$ cat config.mk
export PLATFORM = sky130hd
export DESIGN_NAME = fc_argmax
export DESIGN_NICKNAME = d
export VERILOG_FILES = /design/src/rtl/fc_argmax.sv
export SDC_FILE = /design/constraint.sdc
export NUM_CORES = 1
export LEC_CHECK = 0
export CAP_MARGIN = 25
export CORE_UTILIZATION = 60
export CTS_BUF_LIST = sky130_fd_sc_hd__clkbuf_8
export DETAILED_ROUTE_END_ITERATION = 10
export MAX_ROUTING_LAYER = met4
export PLACE_DENSITY_LB_ADDON = 0.12
export SLEW_MARGIN = 10
export SYNTH_ARGS = -nofsm -noshare
export SYNTH_HDL_FRONTEND = slang
export SYNTH_SLANG_ARGS = --single-unit
$ cat constraint.sdc
create_clock -name clk -period 6.51 [get_ports clk]
set_input_delay 1.302 -clock clk [delete_from_list [all_inputs] [get_ports clk]]
set_output_delay 1.302 -clock clk [all_outputs]
set_load 0.02 [all_outputs]
$ cat src/rtl/fc_argmax.sv
// Classification head: tracks the largest IEEE-754 binary32 score in each frame of
// OUTPUT_NUM serial beats and reports its arrival index and original bit pattern.
module fc_argmax #(
    parameter int OUTPUT_NUM = 512,
    parameter int DATA_BITS  = 32,
    parameter int IDX_BITS   = 10
) (
    input  logic                 clk,
    input  logic                 rst_n,
    input  logic                 valid_in,
    input  logic [DATA_BITS-1:0] data_in,
    output logic                 valid_out,
    output logic [IDX_BITS-1:0]  max_idx,
    output logic [DATA_BITS-1:0] max_val,
    output logic                 busy
);

    localparam logic [IDX_BITS-1:0]  LAST_IDX = IDX_BITS'(OUTPUT_NUM - 1);
    localparam logic [IDX_BITS-1:0]  IDX_ZERO = {IDX_BITS{1'b0}};
    localparam logic [IDX_BITS-1:0]  IDX_ONE  = IDX_BITS'(1);
    localparam logic [DATA_BITS-1:0] QNAN     = 32'h7FC0_0000;

    typedef enum logic [0:0] {
        IDLE = 1'b0,
        RUN  = 1'b1
    } state_t;

    function automatic logic is_nan(input logic [DATA_BITS-1:0] bits);
        return (bits[30:23] == 8'hFF) && (bits[22:0] != 23'd0);
    endfunction

    // Monotonic unsigned key: -0 folds onto +0 so the two tie and the earlier wins.
    function automatic logic [DATA_BITS-1:0] order_key(input logic [DATA_BITS-1:0] bits);
        logic [DATA_BITS-1:0] norm;
        norm = (bits == 32'h8000_0000) ? 32'h0000_0000 : bits;
        return norm[31] ? ~norm : {1'b1, norm[30:0]};
    endfunction

    state_t               state_r, state_s;
    logic [IDX_BITS-1:0]  cnt_r, cnt_s;
    logic                 have_r, have_s;
    logic [DATA_BITS-1:0] best_key_r, best_key_s;
    logic [IDX_BITS-1:0]  best_idx_r, best_idx_s;
    logic [DATA_BITS-1:0] best_val_r, best_val_s;
    logic                 valid_out_r, valid_out_s;
    logic [IDX_BITS-1:0]  max_idx_r, max_idx_s;
    logic [DATA_BITS-1:0] max_val_r, max_val_s;
    logic                 busy_r, busy_s;

    logic                 first_s;
    logic                 last_s;
    logic                 beat_nan_s;
    logic [DATA_BITS-1:0] beat_key_s;
    logic                 take_s;

    // Beat classification: frame position and whether this beat beats the held best.
    always_comb begin
        first_s    = (state_r == IDLE);
        last_s     = (cnt_r == LAST_IDX);
        beat_nan_s = is_nan(data_in);
        beat_key_s = order_key(data_in);
        if (valid_in && !beat_nan_s) begin
            take_s = first_s || !have_r || (beat_key_s > best_key_r);
        end else begin
            take_s = 1'b0;
        end
    end

    // Frame FSM next-state.
    always_comb begin
        state_s = state_r;
        case (state_r)
            IDLE: begin
                if (valid_in) begin
                    state_s = RUN;
                end else begin
                    state_s = IDLE;
                end
            end
            RUN: begin
                if (valid_in && last_s) begin
                    state_s = IDLE;
                end else begin
                    state_s = RUN;
                end
            end
            default: state_s = IDLE;
        endcase
    end

    // Best-so-far tracking, beat counter and result capture.
    always_comb begin
        cnt_s       = cnt_r;
        have_s      = have_r;
        best_key_s  = best_key_r;
        best_idx_s  = best_idx_r;
        best_val_s  = best_val_r;
        valid_out_s = 1'b0;
        max_idx_s   = max_idx_r;
        max_val_s   = max_val_r;
        if (valid_in) begin
            if (take_s) begin
                have_s     = 1'b1;
                best_key_s = beat_key_s;
                best_idx_s = cnt_r;
                best_val_s = data_in;
            end else if (first_s) begin
                // A NaN opening beat still wipes the previous frame's best.
                have_s     = 1'b0;
                best_key_s = {DATA_BITS{1'b0}};
                best_idx_s = IDX_ZERO;
                best_val_s = {DATA_BITS{1'b0}};
            end else begin
                have_s = have_r;
            end
            if (last_s) begin
                cnt_s       = IDX_ZERO;
                valid_out_s = 1'b1;
                max_idx_s   = have_s ? best_idx_s : IDX_ZERO;
                max_val_s   = have_s ? best_val_s : QNAN;
            end else begin
                cnt_s = cnt_r + IDX_ONE;
            end
        end else begin
            cnt_s = cnt_r;
        end
        busy_s = (cnt_s != IDX_ZERO);
    end

    // State and output registers.
    always_ff @(posedge clk or negedge rst_n) begin
        if (!rst_n) begin
            state_r     <= IDLE;
            cnt_r       <= IDX_ZERO;
            have_r      <= 1'b0;
            best_key_r  <= {DATA_BITS{1'b0}};
            best_idx_r  <= IDX_ZERO;
            best_val_r  <= {DATA_BITS{1'b0}};
            valid_out_r <= 1'b0;
            max_idx_r   <= IDX_ZERO;
            max_val_r   <= {DATA_BITS{1'b0}};
            busy_r      <= 1'b0;
        end else begin
            state_r     <= state_s;
            cnt_r       <= cnt_s;
            have_r      <= have_s;
            best_key_r  <= best_key_s;
            best_idx_r  <= best_idx_s;
            best_val_r  <= best_val_s;
            valid_out_r <= valid_out_s;
            max_idx_r   <= max_idx_s;
            max_val_r   <= max_val_s;
            busy_r      <= busy_s;
        end
    end

    assign valid_out = valid_out_r;
    assign max_idx   = max_idx_r;
    assign max_val   = max_val_r;
    assign busy      = busy_r;

endmodule

* Word-level counts from Yosys, hierarchy flattened *
Cells that the tools add are included.

cells by class
  reduce and logical (&&, ||, !) cells = 11
  mux-type cells = 21
  $mul = 0
  shifts and indexed selects = 0
  divide/modulo/power cells = 0
  bitwise gates (word level) = 2
  magnitude comparators = 1
  eq/ne operators = 4
  $add $sub $neg = 1

operator list
  kind                     count
  $mux W32                 7
  $mux W10                 5
  $eq A32 B32 Y1 const B   1
  $gt A32 B32 Y1           1
  $not A32 Y32             1
  $reduce_bool A23 Y1      1
  $add A10 B1 Y10 const B  1
  $eq A10 B9 Y1 const B    1
  $reduce_bool A10 Y1      1
  $eq A8 B8 Y1 const B     1
  $mux W1                  8
  $reduce_and A2 Y1        2
  $logic_and A1 B1 Y1      3
  $logic_not A1 Y1         2
  $logic_or A1 B1 Y1       2
  $ne A2 B1 Y1 const B     1
  $pmux W1 S2              1
  $not A1 Y1               1

word-level totals
  logic and storage cells = 50
  latch bits = 0
  memories = 0
  input bits = 35
  bits in read-only memories = 0
  output and inout bits = 44
  register bits = 130
  RAM bits = 0

* Longest topological paths before layout *
Gate-level depths: netlist (run 1).

  depth after elaboration = 10
  mapped depth = 18
  mapped depth without buffers = 14

* Least setup slack after synthesis (run 1) *
Ideal clock, no wire load.

  kind = input port to flip-flop
  start = input port data_in[13]
  end = register best_idx_r[0]
  stages on the path = 18
  library setup time = 121 ps
  buffers on the path = 5
  path slack = 1983 ps
  data required time = 6389 ps
  arrival time = 4406 ps
  path through = nor4_1 nand4_1 nor2_1 and4_1 buf_2 buf_1 nor2_1 ha_1 a21o_1 a21o_1 a211oi_1 o211ai_1 a21o_1 buf_2 and2_1 buf_6 buf_4 a22o_1

on the way
  longest elaborated chain between the ends = 8
  elaborated cells on any way between the ends = 12
  classes of those cells = 1 x order compare; 1 x eq/ne; 4 x mux; 1 x bitwise; 5 x reduce/logical

ends and longest elaborated chain
  item                  RTL line  text
  from (decl)           11        input logic [DATA_BITS-1:0] data_in,
  $eq A32 B32 Y1        35        norm = (bits == 32'h8000_0000) ? 32'h0000_0000 : bits;
  $mux W32              35
  $not A32 Y32          36        return norm[31] ? ~norm : {1'b1, norm[30:0]};
  $mux W32              36
  $gt A32 B32 Y1        63        take_s = first_s || !have_r || (beat_key_s > best_key_r);
  $logic_or A1 B1 Y1    63
  $mux W1 *             62        if (valid_in && !beat_nan_s) begin
  $mux W10 *            102       if (take_s) begin
  to (signal assigned)  148       best_idx_r <= best_idx_s;
  to (decl)             43        logic [IDX_BITS-1:0] best_idx_r, best_idx_s;

Every way passes the cells marked *; elsewhere a longest branch is shown, timed or not.
A chain may end at the register's enable or synchronous reset.

* Worst setup path in the final report (run 1) *
  start = input port data_in[13]
  end = register best_key_r[0]

on the way
  longest elaborated chain between the ends = 9
  elaborated cells on any way between the ends = 14
  classes of those cells = 1 x order compare; 2 x eq/ne; 4 x mux; 1 x bitwise; 6 x reduce/logical

ends and longest elaborated chain
  item                         RTL line  text
  $eq A32 B32 Y1               35
  $mux W32                     35
  $not A32 Y32                 36
  $mux W32                     36
  $gt A32 B32 Y1               63
  $logic_or A1 B1 Y1           63
  $mux W1                      62
  $ne A2 B1 Y1 (no line)       --
  $reduce_and A2 Y1 (no line)  --
  to (signal assigned)         136       best_key_r <= {DATA_BITS{1'b0}};
  to (signal assigned)         147       best_key_r <= best_key_s;
  to (decl)                    42        logic [DATA_BITS-1:0] best_key_r, best_key_s;

Parallel ways exist; a longest one is shown, timed or not.

==> results_dict.tcl, run 1 <==
set metrics [dict create \
    synth-edff-count 0 \
    gp_congestion 0.8743 \
    antenna_found_initial 0 \
    synthAdderAreaFrac_pct 6.002 \
    relSlewSlack_pct 54.04 \
    synth_top_family_by_area "compound AO/OA/AOI/OAI gates" \
    crit_chain "clkdlybuf4s50_1, nor4_1, nand4_1, nor2_1, and4_1, buf_4, nor2_1, ha_1, nand4_1, a2111o_1, o211ai_1, a21o_2, buf_4, and2_2, buf_12, mux2i_1" \
    timing.final.ws_setup_ns 0.7863 \
    setup_viol 0 \
    cts-root-buf "clkbuf_8" \
    clkLatencyLatePin_ns 0.46 \
    slowest_stage "clkdlybuf4s50_1" \
    ctsResizeCount 0 \
    leakage_nw 3.602 \
    synthArstFlopShare_pct 100.0 \
    drc 0 \
    ys_seq_area_share_pct 47.29 \
    rsz0062_at_grt "false" \
    fin_area_um2 8142 \
    routedWlPerCell_um 19.19 \
    dr.pass1.iters 5 \
    synth_area_leader_cell "dfrtp_1" \
    avgViaCountPerCell 6.390 \
    die_y_um 109.1 \
    critical_path_arrival_ns 6.10 \
    worst_pin_slew_ns 0.6895 \
    placementRows 38 \
    synth-seq-cells 130 \
    cpPeakStageDelay_ns 0.51 \
    cp_max_fo 91 \
    drv_slew 0 \
    initial_utilization_pct 62.63 \
    io_buffer_count 78 \
    muxShareOfSynthArea_pct 0.4547 \
    synth_cells 717 \
    hold_viol 0 \
    ys.flop_type "dfrtp_1" \
    post-place-cells 885 \
    grt.total_usage_pct 33.00 \
    cp.depth 16 \
    status "complete, no violations" \
    hold_depth 1 \
    dieArea_um2 11900 \
    synth_fp_nets 785 \
    fp.dieW_um 109.1 \
    coreArea_um2 10980 \
    path_buf_inv 4 \
    placed_area_um2 7641 \
    cap_violations 0 \
    hpwlAfterDp_mm 11.09 \
    hold_ws_ns 0.4786 \
    cts_made_buffers 17 \
    drt-initial-drc-count 423 \
    grt_pass1_vias 5871 \
    hold_class "flop to flop" \
    post-cts-setup-buffers 0 \
    vias 5879 \
    power.density_nw_per_um2 353.2 \
    tns_ns 0 \
    syn_to_final_growth_pct 18.35 \
    cts_num_sinks 130 \
    path_delay_family "simple AND/OR/NAND/NOR gates" \
    synth_top_cell_area_share_pct 47.29 \
    fin_nets 835 \
    yosys-top-cells-area "dfrtp_1, ha_1, nand3_1" \
    cts.path.max_buffers 2 \
    ir_drop_mv 0.3022 \
    cp.required_ns 6.88 \
    critPathLaunchType "primary input" \
    finClkSkew_ns 0.01401 \
    grt_max_degree 92 \
    cp-end-kind "flop" \
    grt_pass1_wl_mm 29.06 \
    design_power_total_mw 2.875 \
    critPathKind "primary input to flop" \
    grt.overflow.total 0 \
    ant_nets 0 \
    yosys_warnings 0 \
    timing.final.crit_share_pct 87.92 \
    ios 79 \
    wl_mm 17.66 \
    synth_compound_area_share_pct 17.59 \
    ctsHoldBuffers 0 \
    synth_xor_area_share_pct 4.838 \
    synth-simple-area-share_pct 17.44 \
    utilization_pct 74.13 \
    layout.cells.non_filler 920 \
    clock.fmax_mhz 174.7 \
    h-tree-depth 4 \
    reg2reg_depth 9 \
    pre_cts_ws_ns 0.4241 \
    final.min_clock_period_ns 5.724 \
    yosysUniqueCellTypes 43 \
    syn_avg_cell_area_um2 9.594 \
    clk_pin_slew_ns 0.07 \
    drive_above_1_share_pct 6.923 \
    synth_area_um2 6879 \
    antenna-diode-count 0 \
    cts_tree "built" \
]
[logic make-up (layout without fill, tap and decap cells)]
logic type,Yosys count,after routing
adder cells (fa/ha/maj),33,33
AND/OR/NAND/NOR,248,248
buffers and inverters,99,162
multiplexers,3,3
AO/OA/AOI/OAI,166,166
XOR/XNOR,38,38
flip-flops,130,130
[cells in the final DEF (no fill, tap or decap), types with 5 or more instances in the layout]
| master | n |
|---|---|
| a22o_1 | 25 |
| clkbuf_8 | 20 |
| inv_1 | 39 |
| nor4_1 | 7 |
| ha_1 | 33 |
| dfrtp_1 | 130 |
| a21o_1 | 14 |
| clkdlybuf4s50_1 | 76 |
| a21oi_1 | 22 |
| nand2_1 | 69 |
| o32a_1 | 9 |
| nand4_1 | 40 |
| nand3_1 | 71 |
| o31ai_1 | 29 |
| a22oi_1 | 7 |
| o211ai_1 | 28 |
| o21ai_1 | 5 |
| and3_1 | 10 |
| xor2_1 | 5 |
| nor2_1 | 38 |
| buf_4 | 11 |
| xnor2_1 | 33 |
| o21ai_0 | 17 |
[cells in the mapped netlist, drive strengths merged (2+ instances only)]
master / n
xnor2: 33
nor3: 5
nand2: 69
o21ai: 22
nand4: 40
a22oi: 7
nor4: 7
nor2: 38
mux2i: 2
xor2: 5
dfrtp: 130
a21o: 15
a211oi: 3
nand3: 71
nor2b: 2
ha: 33
a21oi: 23
o211ai: 28
o32a: 9
a22o: 25
buf: 39
o31ai: 29
clkbuf: 22
and4: 2
and3: 10
inv: 38
[flip-flops by register name, summed over array words and instances, names as in the netlist]
name	flops
best_idx_r	10
best_key_r	32
best_val_r	32
busy	1
cnt_r	10
have_r	1
max_idx	10
max_val	32
state_r	1
valid_out	1
[power breakdown]
part	internal [mW]	switching (mW)	leakage [nW]
logic	0.373	0.575	1.69
clock network	0.442	0.322	0.227
registers	1.04	0.128	1.69
[final timing paths]
kind,start,to,slack [ns]
worst max-delay path,data_in[13],best_key_r[0]$_DFFE_PN0P_,0.79
worst min-delay path,best_val_r[29]$_DFFE_PN0P_,best_val_r[29]$_DFFE_PN0P_,0.48
worst max register to register,best_key_r[27]$_DFFE_PN0P_,best_key_r[0]$_DFFE_PN0P_,3.43
worst min register to register,best_val_r[29]$_DFFE_PN0P_,best_val_r[29]$_DFFE_PN0P_,0.48
max in group asynchronous,rst_n,cnt_r[2]$_DFF_PN0_,4.70
min in group asynchronous,rst_n,best_key_r[24]$_DFFE_PN0P_,0.77
[per-layer routing]
| layer | GRT usage (%) | part of all wire, % | vias to the layer above |
|---|---|---|---|
| met2 | 49.46 | 48 | 267 |
| li1 | - | - | 2689 |
| met5 | - | 0 | - |
| met1 | 43.44 | 43 | 2880 |
| met3 | 6.455 | 6.4 | 43 |
| met4 | 14.96 | 2.9 | 0 |
[final cells by class]
type,instances,area (µm²)
timing repair buffer,92,943.4
multi-input combinational,488,3189
clock inverter,12,162.7
clock buffer,20,275.3
inverter,38,142.6
tap,140,175.2
fill,816,2841
sequential,130,3253
(Power assumes the default switching activity.)
==> inputs of run 2 (changes only) <==
--- a/config.mk
+++ b/config.mk
@@ -8,6 +8,7 @@
 export CAP_MARGIN = 25
 export CORE_UTILIZATION = 60
 export CTS_BUF_LIST = sky130_fd_sc_hd__clkbuf_8
+export CTS_CLUSTER_SIZE = 25
 export DETAILED_ROUTE_END_ITERATION = 10
 export MAX_ROUTING_LAYER = met4
 export PLACE_DENSITY_LB_ADDON = 0.12
==> results of run 2 <==
Final layout, timing and power as in run 1 (identical DEF).
